$ cat config.mk
export PLATFORM = sky130hd
export DESIGN_NAME = router_pkt_source
export DESIGN_NICKNAME = d
export VERILOG_FILES = /design/src/rtl/router_pkt_source.sv
export SDC_FILE = /design/constraint.sdc
export NUM_CORES = 1
export LEC_CHECK = 0
export CORE_MARGIN = 3
export CORE_UTILIZATION = 55
export DETAILED_ROUTE_END_ITERATION = 16
export HOLD_SLACK_MARGIN = 0.06
export PLACE_DENSITY_LB_ADDON = 0.12
export RECOVER_POWER = 100
export SLEW_MARGIN = 10
export SYNTH_ARGS = -nofsm -noshare
export SYNTH_HDL_FRONTEND = slang
export SYNTH_SLANG_ARGS = --single-unit
export TNS_END_PERCENT = 5
$ cat constraint.sdc
create_clock -name clock -period 5.2 [get_ports clock]
set_clock_uncertainty 0.05 [all_clocks]
set_input_delay 1.04 -clock clock [delete_from_list [all_inputs] [get_ports clock]]
set_output_delay 1.04 -clock clock [all_outputs]
set_load 0.01 [all_outputs]
$ cat src/rtl/router_pkt_source.sv
// rtl/router_pkt_source.sv - Router upstream packet generator (header, payload, parity); option ROUTER_SRC_BADPAR_EN
module router_pkt_source #(
    parameter int DATA_W     = 3,
    parameter int LEN_W      = 4,
    parameter int GAP_CYCLES = 1,
    parameter int CNT_W      = 8
) (
    input  logic              clock,
    input  logic              resetn,
    input  logic              cmd_valid,
    output logic              cmd_ready,
    input  logic [1:0]        cmd_addr,
    input  logic [LEN_W-1:0]  cmd_len,
    input  logic [DATA_W-1:0] cmd_seed,
`ifdef ROUTER_SRC_BADPAR_EN
    input  logic              cmd_corrupt,
`endif
    input  logic              busy,
    output logic [DATA_W-1:0] data_out,
    output logic              pkt_valid,
    output logic              active,
    output logic              done,
    output logic [CNT_W-1:0]  pkt_count
);

    localparam logic [2:0] S_IDLE    = 3'd0;
    localparam logic [2:0] S_HEADER  = 3'd1;
    localparam logic [2:0] S_PAYLOAD = 3'd2;
    localparam logic [2:0] S_PARITY  = 3'd3;
    localparam logic [2:0] S_GAP     = 3'd4;

    localparam logic [2:0] GAP_LOAD = (GAP_CYCLES > 0) ? 3'(GAP_CYCLES - 1) : 3'd0;

    logic [2:0]        state_q, state_d;
    logic [1:0]        addr_q, addr_d;
    logic [LEN_W-1:0]  rem_q, rem_d;
    logic [DATA_W-1:0] word_q, word_d;
    logic [DATA_W-1:0] par_q, par_d;
    logic              corrupt_q, corrupt_d;
    logic [2:0]        gap_q, gap_d;
    logic [DATA_W-1:0] data_q, data_d;
    logic              valid_q, valid_d;
    logic              active_q, active_d;
    logic              done_q, done_d;
    logic              ready_q, ready_d;
    logic [CNT_W-1:0]  cnt_q, cnt_d;

    always_comb begin
        state_d   = state_q;
        addr_d    = addr_q;
        rem_d     = rem_q;
        word_d    = word_q;
        par_d     = par_q;
        corrupt_d = corrupt_q;
        gap_d     = gap_q;
        done_d    = 1'b0;
        cnt_d     = cnt_q;

        case (state_q)
            S_IDLE: begin
                if (cmd_valid) begin
                    addr_d  = cmd_addr;
                    rem_d   = cmd_len;
                    word_d  = cmd_seed;
                    par_d   = '0;
`ifdef ROUTER_SRC_BADPAR_EN
                    corrupt_d = cmd_corrupt;
`else
                    corrupt_d = 1'b0;
`endif
                    state_d = S_HEADER;
                end
            end
            S_HEADER: begin
                if (!busy) begin
                    par_d   = par_q ^ DATA_W'(addr_q);
                    state_d = (rem_q != '0) ? S_PAYLOAD : S_PARITY;
                end
            end
            S_PAYLOAD: begin
                if (!busy) begin
                    par_d  = par_q ^ word_q;
                    word_d = word_q + DATA_W'(1);
                    rem_d  = rem_q - LEN_W'(1);
                    if (rem_q == LEN_W'(1)) begin
                        state_d = S_PARITY;
                    end
                end
            end
            S_PARITY: begin
                if (!busy) begin
                    done_d  = 1'b1;
                    cnt_d   = cnt_q + CNT_W'(1);
                    gap_d   = GAP_LOAD;
                    state_d = (GAP_CYCLES > 0) ? S_GAP : S_IDLE;
                end
            end
            S_GAP: begin
                if (gap_q == 3'd0) begin
                    state_d = S_IDLE;
                end else begin
                    gap_d = gap_q - 3'd1;
                end
            end
            default: state_d = S_IDLE;
        endcase
    end

    // Outputs are registered, so they are decoded from the next state.
    always_comb begin
        data_d   = '0;
        valid_d  = 1'b0;
        active_d = 1'b0;
        ready_d  = (state_d == S_IDLE);
        case (state_d)
            S_HEADER: begin
                data_d   = DATA_W'(addr_d);
                valid_d  = 1'b1;
                active_d = 1'b1;
            end
            S_PAYLOAD: begin
                data_d   = word_d;
                valid_d  = 1'b1;
                active_d = 1'b1;
            end
            S_PARITY: begin
                data_d   = corrupt_d ? ~par_d : par_d;
                active_d = 1'b1;
            end
            default: ;
        endcase
    end

    always_ff @(posedge clock or negedge resetn) begin
        if (!resetn) begin
            state_q   <= S_IDLE;
            addr_q    <= '0;
            rem_q     <= '0;
            word_q    <= '0;
            par_q     <= '0;
            corrupt_q <= 1'b0;
            gap_q     <= '0;
            data_q    <= '0;
            valid_q   <= 1'b0;
            active_q  <= 1'b0;
            done_q    <= 1'b0;
            ready_q   <= 1'b1;
            cnt_q     <= '0;
        end else begin
            state_q   <= state_d;
            addr_q    <= addr_d;
            rem_q     <= rem_d;
            word_q    <= word_d;
            par_q     <= par_d;
            corrupt_q <= corrupt_d;
            gap_q     <= gap_d;
            data_q    <= data_d;
            valid_q   <= valid_d;
            active_q  <= active_d;
            done_q    <= done_d;
            ready_q   <= ready_d;
            cnt_q     <= cnt_d;
        end
    end

    assign cmd_ready = ready_q;
    assign data_out  = data_q;
    assign pkt_valid = valid_q;
    assign active    = active_q;
    assign done      = done_q;
    assign pkt_count = cnt_q;

endmodule

# Yosys cells after proc, flatten, opt, wreduce, memory -nomap -nowiden
# Index checks and enable logic that the tools add are counted.
# W data, S select, Z words.
[op_classes]
addsub = 4
bitwise = 4
n_mux = 31
eq_ne = 12
reduce_logical = 11
[ops]
columns = ["op", "n"]
rows = [
  ["$mux W3", 14],
  ["$pmux W3 S3", 2],
  ["$pmux W3 S5", 1],
  ["$eq A3 B2 Y1 const B", 4],
  ["$pmux W3 S2", 2],
  ["$logic_not A3 Y1", 3],
  ["$add A8 B1 Y8 const B", 1],
  ["$mux W4", 2],
  ["$ne A2 B2 Y1 const B", 4],
  ["$pmux W4 S2", 1],
  ["$mux W1", 7],
  ["$eq A3 B1 Y1 const B", 2],
  ["$reduce_and A3 Y1", 2],
  ["$eq A4 B1 Y1 const B", 1],
  ["$mux W2", 2],
  ["$reduce_bool A2 Y1", 2],
  ["$reduce_bool A4 Y1", 1],
  ["$sub A4 B1 Y4 const B", 1],
  ["$add A3 B1 Y3 const B", 1],
  ["$eq A3 B3 Y1 const B", 1],
  ["$not A3 Y3", 1],
  ["$reduce_or A3 Y1", 1],
  ["$sub A3 B1 Y3 const B", 1],
  ["$xor A3 B2 Y3", 1],
  ["other kinds (4)", 4],
]
[word_totals]
register_bits = 34
output_inout_bits = 15
in_bits = 13

# Depth between registers and ports, before layout
[depth]
word_depth = 7
ltp_mapped = 8
mapped_depth_nobuf = 8

# Worst setup path after synthesis
# No wires, ideal clock.
[synth_path]
kind = "input to register"
from = "input port busy"
to = "register data_q[0] (netlist: data_out[0])"
arrival_time_ns = 2.184
t_required_ns = 5.025
stages = 7
setup_time_ns = 0.125
path_slack_ns = 2.841
path_cell_list = "buf_2 nor4b_4 nor2_2 a221o_1 nor3b_1 a31oi_1 o21ai_1"
[synth_via]
elab_cells_between_ends = 15
cone_classes = "eq/ne (3); mux (11); bitwise (1)"
[synth_lines]
columns = ["item", "line_no", "rtl"]
rows = [
  ["start, declared", "18", "input logic busy,"],
  ["$mux W3", "81", "if (!busy) begin"],
  ["$pmux W3 S2", "59", "case (state_q)"],
  ["named net word_d[0]", "37", "logic [DATA_W-1:0] word_q, word_d;"],
  ["$pmux W3 S3", "115", "case (state_d)"],
  ["named net data_d[0]", "41", "logic [DATA_W-1:0] data_q, data_d;"],
  ["end signal, assigned", "157", "data_q <= data_d;"],
  ["end, declared", "41", ""],
]
# The timed path passes the listed nets, and every way through them passes these cells.
# A chain may end at the register's enable or synchronous reset.

# Final worst setup path
[layout_path]
from = "input port busy"
to = "register data_q[0] (netlist: data_out[0])"
[layout_via]
elab_cells_between_ends = 15
cone_classes = "eq/ne (3); mux (11); bitwise (1)"
[layout_lines]
columns = ["item", "line_no", "rtl"]
rows = [
  ["$mux W3, on equally long branches", "91, 75, 81", ""],
  ["$pmux W3 S5 *", "59", ""],
  ["named net state_d[0]", "34", "logic [2:0] state_q, state_d;"],
  ["$eq A3 B2 Y1 / $eq A3 B1 Y1 (equally long branches)", "115", ""],
  ["$pmux W3 S3 *", "115", ""],
  ["named net data_d[0]", "41", ""],
]
# Mark *: on every way through the listed nets, which the timed path passes. The rest lies on a longest branch.

==> run_results.csv <==
group,metric,value,unit
status,outcome,"finished with violations",
status,violations,"max-capacitance violations, max-slew violations",
cells_and_area,syn_to_final_growth,17.4,%
job,max_cap_viol_count,1,
setup_path,rrSetupSlack,2.28,ns
power,fin_total_pwr,1.17,mW
setup_path,crit_arrival,3.64,ns
setup_path,required,5.38,ns
placed_design,port_buffers,27,
power,power_density,557,mW/mm2
floorplan,ios,28,
yosys,syn_nets,194,
cells_and_area,layout_commonest_cell,"dfrtp_1",
sta,final_hold_viol_count,0,
yosys,async_flop_share,1.00,
global_route,grt.busiest_layer,"met2",
cells_and_area,drive_gt1_frac,0.0637,
clock_network,holdBufCountCts,0,
global_route,grt_max_degree,35,
global_route,grt_util_met2,0.357,
floorplan,die-area,0.00397,mm2
yosys,avgSynthCellArea,10.3,um2
sta,setup_violations,0,
setup_path,critical_path_class,"in -> reg",
drt,routedWlPerCell,16.0,um
sta,period_share,0.667,
clock_network,ctsResizeCount,0,
clock_network,cts.sinks,34,
yosys,synth.cell_area,0.00179,mm2
setup_path,crit_fanout,11,
drt,ant_nets,0,
sta,timing.final.crit_period,3.47,ns
power,ir_drop,0.000303,V
floorplan,die-width,63.0,um
sta,drv_slew,35,
clock_network,htree_num_levels,2,
yosys,ys.flop_type,"dfrtp_1",
global_route,grt_pass1_wl,6980,um
drt,finalWirelength,3960,um
sta,fmax,0.288,GHz
clock_network,clock-root-buffer,"clkbuf_4",
cells_and_area,final_cell_mix,"dfrtp_1, nand2_1, dlygate4sd3_1, nor2_1, o21ai_0",
sta,tns,0,ns
sta,maxSlewHeadroom,-0.195,
yosys,ys_seq_area_frac,0.477,
worst_hold_path,hold_depth,1,
drt,first_pass_iters,4,
setup_path,worstSetupEndpointType,"register",
placed_design,dp_hpwl,2760,um
global_route,grt_overflow,0,
global_route,antenna_found_initial,0,
yosys,yosysWarnings,0,
cells_and_area,utilization,0.682,
sta,tightestPinTransition,1.79,ns
drt,vias,1435,
clock_network,clk_pin_slew,0.10,ns
yosys,synth-edff-count,0,
yosys,yosys.cell_types.count,46,
placed_design,routabilityCongestion,0.873,
global_route,grt_pass1_vias,1445,
clock_network,numCtsBuffers,5,
worst_hold_path,min_path_type,"reg -> reg",
setup_path,start_kind,"primary input",
clock_network,clk_latency,0.34,ns
sta,rsz0062_at_grt,"no",
drt,avgViaCountPerCell,5.79,
yosys,synth.ff_latch_count,34,
drt,drt_iter0_drc,146,
floorplan,std_cell_rows,20,
floorplan,start_util,0.581,
clock_network,cts_buffer_depth,2,
global_route,grt.total_usage,0.224,
cells_and_area,antenna_cells,0,
cells_and_area,layout.nets,223,
clock_network,cts_setup_buffers,0,
sta,whs,0.431,ns
global_route,use_met1,0.291,
floorplan,die_h,63.0,um
clock_network,cts_tree,"built",
global_route,gr-usage-met3,0.0540,
drt,drc,0,
power,leakagePower,0.941,nW
floorplan,core,0.00308,mm2
setup_path,reg2regPathDepth,6,
yosys,synth_cells,174,
## cells in the mapped netlist, drive strengths merged, types with 2 or more instances
cell type,instances,area share
nand3,8,0.022
nor4b,3,0.031
nor3b,3,0.019
nand2,19,0.041
o22ai,4,0.014
ha,7,0.049
nand3b,4,0.017
a21oi,8,0.029
nor3,5,0.014
o211ai,2,0.0084
xor2,3,0.015
nor2,11,0.024
nor2b,3,0.010
nand4,2,0.0070
buf,5,0.015
mux2,2,0.013
xnor2,9,0.044
nand2b,4,0.015
o21ai,10,0.028
dfrtp,33,0.46
mux2i,2,0.011
a22o,2,0.0098
inv,7,0.015
a31oi,5,0.021
## sequential cells by signal, summed over array words and instances (netlist names)
register   count
pkt_count      8
rem_q          4
data_out       3
gap_q          3
par_q          3
state_q        3
word_q         3
addr_q         2
active         1
cmd_ready      1
corrupt_q      1
done           1
pkt_valid      1
## cells by family after synthesis
group           after synthesis  synth area share
simple gates                 68             0.227
buf+inv                      13            0.0322
mux                           4            0.0238
compound gates               36             0.133
fa+ha+maj                     7            0.0490
xor+xnor                     12            0.0588
flops                        34             0.477
## per-layer routing
layer  share of wire  wire, um
met4           0.023        93
met5               0         0
met3           0.050       197
met2            0.49      1930
met1            0.44      1740
## report_power, final
part           internal, mW  leakage (nW)  switching (mW)  total, mW
registers             0.368         0.431           0.131      0.500
logic                 0.240         0.475           0.278      0.518
clock network        0.0655        0.0353          0.0857      0.151
## critical path, stage by stage
cell           delay (ns)
dlygate4sd3_1        0.68
nor4b_1              0.69
nand3_1              0.22
a21oi_1              0.64
nor3b_1              0.11
a31oi_1              0.16
o21ai_0              0.10
## layout make-up
class,count,area [um2]
fillers,260,978
clock buffers,7,55.1
multi-input cells,127,832
repair buffers,28,274
flip-flops and latches,34,852
inverters,7,26.3
clock inverters,1,5.00
well taps,44,55.1
## path summary, 6_finish.rpt
kind	start	endpoint
min in group asynchronous	resetn	rem_q[2]
max	busy	data_out[0]
max in group asynchronous	resetn	pkt_count[3]
max reg2reg	state_q[1]	data_out[0]
min	pkt_count[7]	pkt_count[7]
min reg2reg	pkt_count[7]	pkt_count[7]
## metrics by stage
| step | setup slack [ns] | std cells | cell area (um2) |
|---|---|---|---|
| CTS | 2.38 | 248 | 2150 |
| global route | 1.48 | 248 | 2100 |
| global placement | 2.16 | 240 | 2090 |
| floorplan | 2.84 | 174 | 1790 |
| finish | 1.73 | 248 | 2100 |
| detailed placement | 2.04 | 240 | 2090 |
Note: power is estimated with default switching activity, not from simulation.
